[src/rtl/eer_pkt_pkg.sv]
// rtl/eer_pkt_pkg.sv - packet type codes, parser states and CH info record shared with the CH selector
package eer_pkt_pkg;

    localparam int WORD_W = 16;
    localparam int MEM_W  = 8;

    localparam logic [7:0] PKT_TYPE_CH_ADV = 8'h01;
    localparam logic [7:0] PKT_TYPE_DATA   = 8'h02;
    localparam logic [7:0] PKT_TYPE_JOIN   = 8'h03;

    localparam int CH_ADV_WORDS = 4;

    typedef enum logic [1:0] {
        S_HDR,
        S_BODY,
        S_FLUSH,
        S_EMIT
    } parser_state_e;

    typedef struct packed {
        logic [WORD_W-1:0] CH_ID;
        logic [WORD_W-1:0] CH_Hops;
        logic [WORD_W-1:0] CH_QValue;
    } ch_info_t;

    function automatic logic [WORD_W-1:0] sat_inc(input logic [WORD_W-1:0] v);
        return (&v) ? v : v + 1'b1;
    endfunction

endpackage

[src/rtl/byte_word_packer.sv]
// rtl/byte_word_packer.sv - big-endian byte-pair to word assembler with hi/lo phase tracking
module byte_word_packer #(
    parameter int MEM_WIDTH = 8
) (
    input  logic                   clk,
    input  logic                   nrst,
    input  logic                   accept,
    input  logic [MEM_WIDTH-1:0]   in_data,
    input  logic                   in_last,
    output logic                   word_valid,
    output logic [2*MEM_WIDTH-1:0] word,
    output logic                   last_on_hi
);

    logic                 lo_phase_q, lo_phase_d;
    logic [MEM_WIDTH-1:0] hi_q, hi_d;

    // Any in_last realigns to the hi phase so the next packet starts clean.
    always_comb begin
        lo_phase_d = lo_phase_q;
        hi_d       = hi_q;
        if (accept) begin
            if (!lo_phase_q) begin
                hi_d = in_data;
            end
            lo_phase_d = !lo_phase_q && !in_last;
        end
    end

    always_ff @(posedge clk or negedge nrst) begin
        if (!nrst) begin
            lo_phase_q <= 1'b0;
            hi_q       <= '0;
        end else begin
            lo_phase_q <= lo_phase_d;
            hi_q       <= hi_d;
        end
    end

    assign word_valid = accept && lo_phase_q;
    assign word       = {hi_q, in_data};
    assign last_on_hi = accept && !lo_phase_q && in_last;

endmodule

[src/rtl/ch_adv_parser.sv]
// rtl/ch_adv_parser.sv - frames byte-stream packets and forwards CH advertisements to the KCH selector
module ch_adv_parser
    import eer_pkt_pkg::*;
#(
    parameter int         WORD_WIDTH  = 16,
    parameter int         MEM_WIDTH   = 8,
    parameter logic [7:0] CH_ADV_TYPE = PKT_TYPE_CH_ADV,
    parameter int         CH_ADV_LEN  = CH_ADV_WORDS
) (
    input  logic                  clk,
    input  logic                  nrst,
    input  logic [WORD_WIDTH-1:0] own_id,
    input  logic [MEM_WIDTH-1:0]  in_data,
    input  logic                  in_valid,
    input  logic                  in_last,
    output logic                  in_ready,
    output logic                  en_KCH,
    output logic [WORD_WIDTH-1:0] fCH_ID,
    output logic [WORD_WIDTH-1:0] fCH_Hops,
    output logic [WORD_WIDTH-1:0] fCH_QValue,
    output logic [7:0]            drop_count
);

    localparam logic [MEM_WIDTH-1:0] ADV_LEN = MEM_WIDTH'(CH_ADV_LEN);

    parser_state_e          state_q, state_d;
    logic [MEM_WIDTH-1:0]   type_q, type_d;
    logic [MEM_WIDTH-1:0]   len_q, len_d;
    logic [MEM_WIDTH-1:0]   cnt_q, cnt_d;
    logic [MEM_WIDTH-1:0]   cnt_next;
    logic [WORD_WIDTH-1:0]  id_q, id_d;
    logic [WORD_WIDTH-1:0]  hops_q, hops_d;
    logic [WORD_WIDTH-1:0]  qv_q, qv_d;
    ch_info_t               out_q, out_d;
    logic [7:0]             drop_cnt_q, drop_cnt_d;
    logic                   drop;

    logic                   accept;
    logic                   word_valid;
    logic [WORD_WIDTH-1:0]  word;
    logic                   last_on_hi;
    logic [MEM_WIDTH-1:0]   hdr_type;
    logic [MEM_WIDTH-1:0]   hdr_len;

    assign in_ready = (state_q != S_EMIT);
    assign accept   = in_valid && in_ready;
    assign hdr_type = word[WORD_WIDTH-1 -: MEM_WIDTH];
    assign hdr_len  = word[MEM_WIDTH-1:0];
    assign cnt_next = cnt_q + 1'b1;

    byte_word_packer #(
        .MEM_WIDTH (MEM_WIDTH)
    ) u_packer (
        .clk        (clk),
        .nrst       (nrst),
        .accept     (accept),
        .in_data    (in_data),
        .in_last    (in_last),
        .word_valid (word_valid),
        .word       (word),
        .last_on_hi (last_on_hi)
    );

    always_comb begin
        state_d = state_q;
        type_d  = type_q;
        len_d   = len_q;
        cnt_d   = cnt_q;
        id_d    = id_q;
        hops_d  = hops_q;
        qv_d    = qv_q;
        out_d   = out_q;
        drop    = 1'b0;

        case (state_q)
            S_HDR: begin
                if (last_on_hi) begin
                    drop = 1'b1;
                end else if (word_valid) begin
                    type_d = hdr_type;
                    len_d  = hdr_len;
                    cnt_d  = 1;
                    if (hdr_len == '0 || in_last) begin
                        drop = 1'b1;
                    end else if (hdr_len == 1) begin
                        // A header-only packet that keeps streaming is already complete.
                        drop    = 1'b1;
                        state_d = S_FLUSH;
                    end else begin
                        state_d = S_BODY;
                    end
                end
            end
            S_BODY: begin
                if (last_on_hi) begin
                    drop    = 1'b1;
                    state_d = S_HDR;
                end else if (word_valid) begin
                    cnt_d = cnt_next;
                    case (cnt_q)
                        1:       id_d   = word;
                        2:       hops_d = word;
                        3:       qv_d   = word;
                        default: ;
                    endcase
                    if (cnt_next == len_q) begin
                        if (!in_last) begin
                            drop    = 1'b1;
                            state_d = S_FLUSH;
                        end else if (type_q == CH_ADV_TYPE && len_q == ADV_LEN && id_q != own_id) begin
                            // The Q word arrives on this very edge, so take it from the bus.
                            out_d.CH_ID     = id_q;
                            out_d.CH_Hops   = sat_inc(hops_q);
                            out_d.CH_QValue = word;
                            state_d         = S_EMIT;
                        end else begin
                            drop    = 1'b1;
                            state_d = S_HDR;
                        end
                    end else if (in_last) begin
                        drop    = 1'b1;
                        state_d = S_HDR;
                    end
                end
            end
            S_FLUSH: begin
                if (accept && in_last) begin
                    state_d = S_HDR;
                end
            end
            S_EMIT: begin
                state_d = S_HDR;
            end
            default: begin
                state_d = S_HDR;
            end
        endcase

        drop_cnt_d = (drop && drop_cnt_q != 8'hFF) ? drop_cnt_q + 8'd1 : drop_cnt_q;
    end

    always_ff @(posedge clk or negedge nrst) begin
        if (!nrst) begin
            state_q    <= S_HDR;
            type_q     <= '0;
            len_q      <= '0;
            cnt_q      <= '0;
            id_q       <= '0;
            hops_q     <= '0;
            qv_q       <= '0;
            out_q      <= '0;
            drop_cnt_q <= '0;
        end else begin
            state_q    <= state_d;
            type_q     <= type_d;
            len_q      <= len_d;
            cnt_q      <= cnt_d;
            id_q       <= id_d;
            hops_q     <= hops_d;
            qv_q       <= qv_d;
            out_q      <= out_d;
            drop_cnt_q <= drop_cnt_d;
        end
    end

    assign en_KCH     = (state_q == S_EMIT);
    assign fCH_ID     = out_q.CH_ID;
    assign fCH_Hops   = out_q.CH_Hops;
    assign fCH_QValue = out_q.CH_QValue;
    assign drop_count = drop_cnt_q;

endmodule

[config.mk]
export PLATFORM = sky130hd
export DESIGN_NAME = ch_adv_parser
export DESIGN_NICKNAME = d
export VERILOG_FILES = /design/src/rtl/eer_pkt_pkg.sv /design/src/rtl/byte_word_packer.sv /design/src/rtl/ch_adv_parser.sv
export SDC_FILE = /design/constraint.sdc
export NUM_CORES = 1
export LEC_CHECK = 0
export BUFFER_PORTS_ARGS = -buffer_cell sky130_fd_sc_hd__clkbuf_2
export CORE_MARGIN = 4
export CORE_UTILIZATION = 52
export CTS_BUF_LIST = sky130_fd_sc_hd__clkbuf_8
export DETAILED_ROUTE_END_ITERATION = 7
export PLACE_DENSITY = 0.85
export SYNTH_ARGS = -nofsm -noshare
export SYNTH_HDL_FRONTEND = slang
export SYNTH_SLANG_ARGS = --single-unit
[constraint.sdc]
create_clock -name clk -period 2.9 [get_ports clk]
set_input_delay 0.435 -clock clk [delete_from_list [all_inputs] [get_ports clk]]
set_output_delay 0.435 -clock clk [all_outputs]
set_load 0.01 [all_outputs]
==> results of run 1 <==
-- where the power goes --
part,internal (W),switching (W),leakage [nW],total (W)
Clock,0.000699,0.000698,0.185,0.00140
Combinational,0.000527,0.000494,1.46,0.00102
Sequential,0.00202,0.000362,1.63,0.00238
Total,0.00324,0.00155,3.27,0.00480
-- worst min-delay path by stage --
stage | from | depth (start not counted) | endpoint | slack (ps)
6_report | nrst | 1 | drop_count[7] | 20
5_1_grt | nrst | 1 | drop_count[7] | 50
3_3_place_gp | fCH_Hops[10] | 2 | fCH_Hops[10] | 470
2_1_floorplan | nrst | 0 | cnt_q[0] | 140
4_1_cts | nrst | 1 | drop_count[7] | 10
3_5_place_dp | fCH_Hops[14] | 2 | fCH_Hops[14] | 470
-- worst reg2reg max path, cell delays in order, from the launching register on --
cell	delay, ps
dfrtp_2	470
ha_1	270
nand3_1	160
xor2_1	220
o221ai_2	160
nor4_4	360
mux2i_2	310
o211ai_4	140
nor3_1	200
mux2_1	330
-- routing by layer --
layer | wire length, um | track usage (%)
met1 | 5320 | 26.1
met2 | 5850 | 32.9
met3 | 769 | 5.55
met4 | 208 | 7.93
met5 | 0 | 0
-- registers in the layout (all words and copies together) (netlist names) --
name                 count
type_q                   8
len_q                    8
u_packer.hi_q            8
cnt_q                    8
id_q                    16
fCH_ID                  16
fCH_Hops                16
u_packer.lo_phase_q      1
state_q                  2
fCH_QValue              16
hops_q                  16
drop_count               8
-- per-stage QoR --
| stage | power [W] | std cells |
|---|---|---|
| global route | 0.00506 | 713 |
| floorplan | 0.00306 | 462 |
| finish | 0.00480 | 713 |
| global placement | 0.00333 | 681 |
| detailed placement | 0.00341 | 681 |
| CTS | 0.00483 | 713 |
-- kinds of logic after synthesis --
kind of cell | after synthesis | share of synthesized area [%]
AND/OR/NAND/NOR | 123 | 11.6
multiplexers | 100 | 19.8
AO/OA/AOI/OAI | 45 | 5.02
buffers and inverters | 25 | 1.94
adder cells (fa/ha/maj) | 5 | 1.10
XOR/XNOR | 41 | 6.32
flip-flops | 123 | 54.2
-- what timing repair did --
action	in CTS	in global routing
pin swaps	0	1
gates resized for setup	1	2
setup endpoints to repair	3	9
-- cells in the final DEF (no fill, tap or decap), types with 2 or more instances in the layout --
cell type	n
and3_1	4
buf_12	2
mux2_1	2
nand4_1	11
nor2_1	12
nor4_1	7
ha_1	5
nand3_1	17
nor3b_1	3
mux2i_1	2
inv_6	2
o21a_1	2
and2_1	2
nand3b_1	2
or4_1	4
dfrtp_1	122
o21ai_0	25
mux2_2	94
buf_4	13
nand2b_1	3
clkinvlp_4	3
nor4_2	2
clkinv_2	5
nand3_2	2
nor4b_1	2
clkbuf_8	18
clkinv_4	3
nor2b_1	2
nor3_1	10
xnor2_1	31
inv_1	9
xor2_1	10
nand2_1	37
a21oi_1	7
clkbuf_2	84
-- area by class of cell --
| type | instances | share of cell area (%) |
|---|---|---|
| clock inverters | 14 | 1.81 |
| multi-input cells | 314 | 37.3 |
| clock buffers | 18 | 3.69 |
| flip-flops and latches | 123 | 45.9 |
| inverters | 9 | 0.503 |
| well taps | 136 | 2.53 |
| repair buffers | 99 | 8.31 |
==> summary.md, run 1 <==
| Metric | Value |
|---|---|
| Crit path launch | `cnt_q[0]` |
| Levels on crit path | `9` |
| WL per Instance | `around 17 um` |
| Setup TNS | `0 ps` |
| Pwr dens | `slightly above 700 nW/um2` |
| Reg2Reg Setup Slack | `approximately 180 ps` |
| Hold WS | `16.0 ps` |
| Syn Nets | `495` |
| DR pass1 iterations | `4` |
| Placed Area | `between 6000 and 7000 um2` |
| Die area | `~13000 um2` |
| PortBufs | `85` |
| Initial DRC Count | `around 240` |
| Worst Tran Pin Value | `631 ps` |
| LEAKAGE | `around 3.3 nW` |
| Max incr delay on CP | `approximately 470 ps` |
| Worst slew margin | `a little under three fifths` |
| FF/Latch Area | `3080 um2` |
| CTS tree | `yes` |
| Final Setup Violations | `0` |
| Detail Placement HPWL | `between 8 and 9 mm` |
| Worst setup endpoint | `drop_count[6]` |
| Initial Util | `around 54%` |
| Pins Over Slew Limit | `0` |
| Hold Crit Class | `input port to async pin` |
| Vias in the first global route | `4133` |
| Seq cells post-synth | `123` |
| Sequential fraction of the synthesis area | `~54%` |
| Startpoint Class | `register` |
| ANT nets after route | `0` |
| DRC | `0` |
| Clock skew | `7.26 ps` |
| P&R area growth vs syn | `18.3%` |
| # IOs | `between 80 and 90` |
| Design area | `6720 um2` |
| First-pass GRT wire length | `between 20 and 25 mm` |
| Post-synth top area cell | `dfrtp_1` |
| Peak VDD IR | `around 360 uV` |
| Crit-path max FO | `7` |
| Final Hold Viols | `0` |
| Level count of the clock H-tree | `4` |
| Most frequent cells after synthesis | `dfrtp_1 (123), mux2_2 (94), nand2_1 (37)` |
| Worst-skew pair later-pin latency | `roughly 430 ps` |
| Worst r2r path cells | `9` |
| Diode count | `0` |
| Max Fclk | `between 300 and 400 MHz` |
| Pin count of the biggest net entering global routing | `50` |
| Final Worst Setup Slack | `~180 ps` |
| Synth warn | `0` |
| Post-layout net count | `roughly 600` |
| Row count | `37` |
| Synth area leaders | `dfrtp_1 (54%), mux2_2 (19%), xnor2_1 (4.8%)` |
| Ordered list of cells on the worst path | `ha_1 -> nand3_1 -> xor2_1 -> o221ai_2 -> nor4_4 -> mux2i_2 -> o211ai_4 -> nor3_1 -> mux2_1` |
| Inserted Clock Buffers | `17` |
| EDFF count, synth | `0` |
| Worst-path clk slew | `70 ps` |
| Unique masters post-synth | `46` |
| Global route total overflow | `0` |
| Gate Count Post-Synth | `between 400 and 500` |
| Minimum clock period | `~2700 ps` |
| Max Buffers Root-to-Sink | `2` |
| RSZ-0062 raised after global routing | `false` |
| Fin crit share | `93.9%` |
| Ys async rst share | `100%` |
| Status | `complete, no violations` |
| Main flop type after synthesis | `dfrtp_1` |
| Cts hold-fix bufs | `0` |
| Req. time, crit path | `~3200 ps` |
| Top cell type's share of synthesized area | `a little over half` |
| Cell Area, Synth | `between 5000 and 6000 um2` |
| Library cell with the highest instance count after synthesis | `dfrtp_1` |
| Endpoint class of the critical path | `register` |
| DP Worst Slack | `71.1 ps` |
| Clock root buffer | `clkbuf_8` |
| DIE WIDTH | `112 um` |
| Core Area | `approximately 10000 um2` |
| Max-cap violations | `0` |
| Family with the most delay on the worst path | `simple AND/OR/NAND/NOR gates` |
| WP buf/inv | `0` |
| Layout cells sized above 1 | `between 40 and 50%` |
| CP arrival | `~3000 ps` |
| Util after Layout | `64.2%` |
| Max stage delay cell, worst path | `dfrtp_2` |
| Multi-input gate area | `between 2000 and 3000 um2` |
| Setup repair bufs after CTS | `0` |
| Routed vias | `between 3000 and 4000` |
| CTS Sinks | `123` |
| Crit Path Category | `register to register` |
| Detailed Route WL | `12.2 mm` |
| # fillers | `between 800 and 900` |
| Syn Area/Cell | `12.3 um2` |
| Routability congestion estimate | `0.854` |
| Reg2Reg Launch Point | `cnt_q[0]` |
| Total GRT Usage | `around 20%` |
| Vias per cell | `around 5.5` |
| RR Endpoint | `drop_count[6]` |
| Die Span Y | `~110 um` |
| Initial antenna violation count | `0` |
(Power assumes the default switching activity.)
==> inputs of run 2 (changes only) <==
Settings changed: CTS_BUF_LIST sky130_fd_sc_hd__clkbuf_8 to unset, SETUP_SLACK_MARGIN set to 0.02, SYNTH_HIERARCHICAL set to 1.
==> run 2 against run 1 <==
Against the previous run: first-iteration DRC count grew 38%; largest cell class unchanged; worst setup slack lost 50 ps; global-route usage rose by 2.9 points; power rose by 20%; critical path type unchanged; clock power is 69% higher.
==> summary.md, run 2 <==
| Metric | Value |
|---|---|
| Max Fclk | `361 MHz (-1.8%)` |
| Routed vias | `4207 (+6.8%)` |
| Startpoint Class | `register` |
| Pwr dens | `803 nW/um2 (+12%)` |
| Layout cells sized above 1 | `40.8% (-0.31 points)` |
| Clock root buffer | `clkbuf_16` |
| Vias per cell | `5.85 (+5.9%)` |
| Switching Power | `0.00162 W (+3.9%)` |
| Top cell type's share of synthesized area | `52.1% (-2.1 points)` |
| CTS tree | `yes` |
| DR pass1 iterations | `4 (unchanged)` |
| Final Setup Violations | `0 (unchanged)` |
| Cell Area, Synth | `5910 um2 (+4.1%)` |
| Final Hold Viols | `0 (unchanged)` |
| Endpoint class of the critical path | `register` |
| Hold Crit Class | `input port to async pin` |
| Global route total overflow | `0 (unchanged)` |
| Syn Nets | `506 (+2.2%)` |
| P&R area growth vs syn | `21.1%` |
| LEAKAGE | `3.49 nW (+6.8%)` |
| Syn Area/Cell | `12.5 um2 (+1.7%)` |
| Combinational share of power | `17.1% (-4.2 points)` |
| Library cell with the highest instance count after synthesis | `dfrtp_1` |
| Hold WS | `126 ps (+110 ps)` |
| Detailed Route WL | `14.2 mm (+17%)` |
| Crit-path max FO | `8 (+1)` |
| Post-synth top area cell | `dfrtp_1` |
| Post-layout net count | `599 (+0.34%)` |
| Initial Util | `53.8% (-0.46 points)` |
| Synth warn | `6 (+6)` |
| PortBufs | `85 (unchanged)` |
| DIE WIDTH | `115 um (+1.9%)` |
| Internal power | `0.00413 W (+27%)` |
| CTS Sinks | `123 (unchanged)` |
| Minimum clock period | `2770 ps (+49.8 ps)` |
| Max-cap violations | `0 (unchanged)` |
| Commonest non-fill, non-tap cell in the layout | `dfrtp_1` |
| Vias in the first global route | `4488 (+8.6%)` |
| EDFF count, synth | `0 (unchanged)` |
| Worst Tran Pin Value | `862 ps (+230 ps)` |
| Fin crit share | `95.6% (+1.7 points)` |
| Routability congestion estimate | `0.866 (+1.5%)` |
| First-pass GRT wire length | `23.4 mm (+15%)` |
| Gate Count Post-Synth | `473 (+2.4%)` |
| Die area | `13100 um2 (+3.8%)` |
| Peak VDD IR | `499 uV (+40%)` |
| Pin count of the biggest net entering global routing | `71 (+42%)` |
| Detail Placement HPWL | `9.15 mm (+4.0%)` |
| Main flop type after synthesis | `dfrtp_1` |
| CP arrival | `3070 ps (+30 ps)` |
| Most frequent cells after synthesis | `dfrtp_1 (123), mux2_2 (51), mux2_4 (37)` |
| Ys async rst share | `100% (unchanged)` |
| Core Area | `11000 um2 (+5.0%)` |
| # IOs | `86 (unchanged)` |
| Worst-skew pair later-pin latency | `420 ps (about the same)` |
| Crit Path Category | `register to register` |
| Pins Over Slew Limit | `0 (unchanged)` |
| Seq cells post-synth | `123 (unchanged)` |
| Switching Share | `28.1% (-4.3 points)` |
| Row count | `38 (+2.7%)` |
| Total power | `0.00575 W (+20%)` |
| Diode count | `0 (unchanged)` |
| RSZ-0062 raised after global routing | `true` |
| DRC | `0 (unchanged)` |
| Util after Layout | `65.1% (+0.96 points)` |
| WL per Instance | `19.8 um (+16%)` |
| Die Span Y | `115 um (+1.9%)` |
| Part of the power in the clock network | `41.1% (+12 points)` |
| Initial DRC Count | `328 (+38%)` |
| ANT nets after route | `0 (unchanged)` |
| Initial antenna violation count | `0 (unchanged)` |
| Worst-path clk slew | `60 ps (about the same)` |
| Inserted Clock Buffers | `17 (unchanged)` |
| Sequential share of power | `41.8% (-7.8 points)` |
| Status | `complete, no violations` |
| Clock skew | `8.79 ps (+1.53 ps)` |
| Unique masters post-synth | `51 (+11%)` |
| Synth area leaders | `dfrtp_1 (52%), mux2_2 (9.7%), mux2_4 (9.4%)` |
| Sequential fraction of the synthesis area | `52.1% (-2.1 points)` |
| Setup repair bufs after CTS | `0 (unchanged)` |
| Most frequent cells in the layout | `dfrtp_1 (122), clkbuf_2 (84), mux2_2 (51)` |
| Total GRT Usage | `23.2% (+2.9 points)` |
| Req. time, crit path | `3200 ps (about the same)` |
| Level count of the clock H-tree | `4 (unchanged)` |
| Worst slew margin | `42.6% (-15 points)` |
| Max Buffers Root-to-Sink | `2 (unchanged)` |
| Setup TNS | `0 ps (unchanged)` |
| Cts hold-fix bufs | `0 (unchanged)` |
run 2: power by group through the flow:
stage               combinational [W]  sequential [W]  clock (W)
global placement             0.000901         0.00238          0
floorplan                    0.000723         0.00229          0
finish                       0.000983         0.00240    0.00236
global route                  0.00107         0.00244    0.00247
CTS                          0.000982         0.00239    0.00239
detailed placement           0.000944         0.00240          0
run 2: timing repair:
item	in CTS	in global routing
gates resized for setup	0	4
endpoints found under the setup margin	0	43
hold endpoints to repair	0	0
run 2: cells by family (layout without fill, tap and decap cells):
group,Yosys count,after routing,share of synthesized area (%)
multiplexers,91,91,19.6
AO/OA/AOI/OAI,49,49,5.53
XOR/XNOR,46,46,6.82
buffers and inverters,33,139,3.18
flip-flops,123,123,52.1
adder cells (fa/ha/maj),5,5,1.06
AND/OR/NAND/NOR,126,126,11.7
run 2: final cells by class:
cell class,count,area (um2)
Clock buffer,20,467
Sequential cell,123,3080
Clock inverter,12,193
Inverter,7,26.3
Multi-Input combinational cell,317,2660
Fill cell,732,3830
Timing Repair Buffer,100,553
Tap cell,140,175
run 2: worst max-delay path, cell delays in order, from the launching register on:
cell and delay, ps:
dfrtp_1 470, nand2_1 200, or3_4 420, a2111oi_4 390, nand2_1 180, nand4bb_1 300, a21boi_4 300, nor2_2 90
mux2_4 310
run 2: per-layer routing:
layer	track usage, %	routed length (um)	share of wire (%)
met5	0	0	0
met4	10.4	501	3.5
met3	7.19	1000	7.1
met2	38.0	7080	50
met1	28.1	5630	40
run 2: path summary, 6_finish.rpt:
path / endpoint / depth (start not counted) / slack [ps] / startpoint
worst max-delay path: drop_count[1] / 8 / 130 / cnt_q[1]
worst min-delay path: fCH_QValue[9] / 1 / 130 / nrst
worst max register to register: drop_count[1] / 8 / 130 / cnt_q[1]
worst min register to register: fCH_Hops[8] / 2 / 480 / fCH_Hops[8]
max in group asynchronous: cnt_q[0] / 2 / 1940 / nrst
min in group clk: state_q[1] / 3 / 370 / in_valid
run 2: through the flow:
| step | cells | area [um2] | setup WS [ps] |
|---|---|---|---|
| finish | 719 | 7150 | 128 |
| global route | 719 | 7150 | -33.9 |
| CTS | 719 | 7140 | 35.5 |
| detailed placement | 687 | 6480 | 95.7 |
| global placement | 687 | 6480 | 141 |
| floorplan | 473 | 5910 | 44.3 |
==> inputs of run 3 (changes only) <==
Settings changed: ABC_CLOCK_PERIOD_IN_PS set to 2900, CORE_ASPECT_RATIO set to 1.2.
==> run 3 against run 2 <==
Against the previous run: sequential power hardly changed; flip-flop and latch count did not move; die area barely moved; power down 1.8%; final area grew 0.14%; count of clock-buffer cells in the layout is 3 higher; first-iteration DRC count fell by 35%; non-clock buffer count down 1; largest cell class unchanged; largest power group unchanged.
==> summary.md, run 3 (same netlist as run 2, synthesis figures left out) <==
| Metric | Value |
|---|---|
| Die Span Y | `125 um (+8.9%)` |
| Switching Power | `0.00152 W (-6.1%)` |
| Global route total overflow | `0 (unchanged)` |
| Final Hold Viols | `0 (unchanged)` |
| WL per Instance | `18.6 um (-6.1%)` |
| Most frequent cells in the layout | `dfrtp_1 (122), clkbuf_2 (84), mux2_2 (51)` |
| Detail Placement HPWL | `9.15 mm (about the same)` |
| Row count | `42 (+11%)` |
| Crit path launch | `cnt_q[1]` |
| Vias in the first global route | `4156 (-7.4%)` |
| DP Worst Slack | `-18.7 ps (-114 ps)` |
| Routed vias | `4053 (-3.7%)` |
| Fin crit share | `94.3% (-1.3 points)` |
| Core Area | `11100 um2 (+0.96%)` |
| ANT nets after route | `0 (unchanged)` |
| Startpoint Class | `register` |
| Worst Tran Pin Value | `878 ps (+16.2 ps)` |
| # fillers | `842 (+15%)` |
| Worst-skew pair later-pin latency | `420 ps (about the same)` |
| Detailed Route WL | `13.6 mm (-4.7%)` |
| Cts hold-fix bufs | `0 (unchanged)` |
| RSZ-0062 raised after global routing | `false` |
| Initial DRC Count | `214 (-35%)` |
| Req. time, crit path | `3200 ps (about the same)` |
| DIE WIDTH | `105 um (-8.1%)` |
| Placed Area | `6490 um2 (+0.23%)` |
| Max Buffers Root-to-Sink | `2 (unchanged)` |
| CTS tree | `yes` |
| Diode count | `0 (unchanged)` |
| Clock root buffer | `clkbuf_16` |
| P&R area growth vs syn | `21.2%` |
| Level count of the clock H-tree | `4 (unchanged)` |
| Vias per cell | `5.55 (-5.1%)` |
| Initial antenna violation count | `0 (unchanged)` |
| Switching Share | `26.9% (-1.2 points)` |
| Inserted Clock Buffers | `17 (unchanged)` |
| Hold Crit Class | `input port to async pin` |
| Reg2Reg Launch Point | `cnt_q[1]` |
| DRC | `0 (unchanged)` |
| Worst-path clk slew | `50 ps (about the same)` |
| Routability congestion estimate | `0.821 (-5.3%)` |
| CTS Sinks | `123 (unchanged)` |
| PortBufs | `85 (unchanged)` |
| Internal power | `0.00413 W (-0.14%)` |
| Die area | `13100 um2 (about the same)` |
| Util after Layout | `64.6% (-0.53 points)` |
| Max-cap violations | `0 (unchanged)` |
| Status | `complete, no violations` |
| Final Setup Violations | `0 (unchanged)` |
| Pwr dens | `788 nW/um2 (-2.0%)` |
| Worst slew margin | `41.5% (-1.1 points)` |
| Crit-path max FO | `8 (unchanged)` |
| Pin count of the biggest net entering global routing | `67 (-5.6%)` |
| Combinational share of power | `16.8% (-0.3 points)` |
| Pins Over Slew Limit | `0 (unchanged)` |
| LEAKAGE | `3.48 nW (-0.25%)` |
| Final Worst Setup Slack | `165 ps (+37.0 ps)` |
| First-pass GRT wire length | `21.8 mm (-6.7%)` |
| Design area | `7160 um2 (+0.14%)` |
| Total GRT Usage | `21.1% (-2.1 points)` |
| Part of the power in the clock network | `40.7% (-0.4 points)` |
| Clock skew | `14.2 ps (+5.41 ps)` |
| Post-route insts no fill | `730 (+1.5%)` |
| DR pass1 iterations | `4 (unchanged)` |
| Max Fclk | `366 MHz (+1.4%)` |
| Total power | `0.00564 W (-1.8%)` |
| Sequential share of power | `42.4% (+0.6 points)` |
| CP arrival | `3030 ps (-40 ps)` |
| Minimum clock period | `2730 ps (-37.0 ps)` |
| Endpoint class of the critical path | `register` |
| Initial Util | `53.3% (-0.51 points)` |
| Crit Path Category | `register to register` |
| Commonest non-fill, non-tap cell in the layout | `dfrtp_1` |
| # IOs | `86 (unchanged)` |
| Layout cells sized above 1 | `39.9% (-0.83 points)` |
| Peak VDD IR | `458 uV (-8.2%)` |
| Placed cell count | `699 (+1.7%)` |
| Post-layout net count | `598 (-0.17%)` |
-- run 3: critical path, stage by stage, from the launching register on --
cell and delay, ps:
dfrtp_1 470, nand2_1 180, or3_4 410, a2111oi_4 390, nand2_1 140, nand4bb_1 320, a21boi_4 300, nor2_2 90
mux2_4 310
-- run 3: timing repair --
action | CTS | global route
buffers inserted | 0 | 1
gates resized for setup | 1 | 4
endpoints found under the setup margin | 19 | 34
-- run 3: metal layers --
metal  vias to the layer above  part of all wire (%)  global-route usage [%]
met5                         -                     0                       0
met4                         0                   2.4                    9.65
met3                        28                   5.4                    5.13
met2                       117                    51                    34.6
met1                      2040                    41                    26.2
li1                       1868                     -                       -
-- run 3: power by group through the flow --
stage	clock, W	sequential [W]	combinational [W]
detailed placement	0	0.00240	0.000929
global placement	0	0.00238	0.000900
floorplan	0	0.00229	0.000723
CTS	0.00232	0.00239	0.000955
global route	0.00241	0.00243	0.00104
finish	0.00230	0.00240	0.000950
-- run 3: cell type report --
type / instances / area (um2) / share of cell area (%)
timing repair buffer: 99 / 558 / 7.79
inverter: 7 / 26.3 / 0.367
clock inverter: 7 / 163 / 2.27
clock buffer: 23 / 478 / 6.67
multi-input combinational: 317 / 2670 / 37.2
sequential: 123 / 3080 / 43.0
tap: 154 / 193 / 2.69
-- run 3: through the flow --
| step | hold WS (ps) | TNS (ps) |
|---|---|---|
| finish | 124 | 0 |
| global route | 211 | 0 |
| CTS | 176 | 0 |
| detailed placement | 480 | -138 |
| global placement | 463 | 0 |
| floorplan | 139 | 0 |
-- run 3: worst paths after layout --
check                           slack [ps]  depth (start not counted)                to
min in group clk                       330                          3        state_q[1]
max in group asynchronous             2010                          2  u_packer/hi_q[0]
worst min register to register         490                          2       fCH_Hops[0]
worst max register to register         170                          8     drop_count[1]
worst max-delay path                   170                          8     drop_count[1]
worst min-delay path                   120                          1         type_q[7]
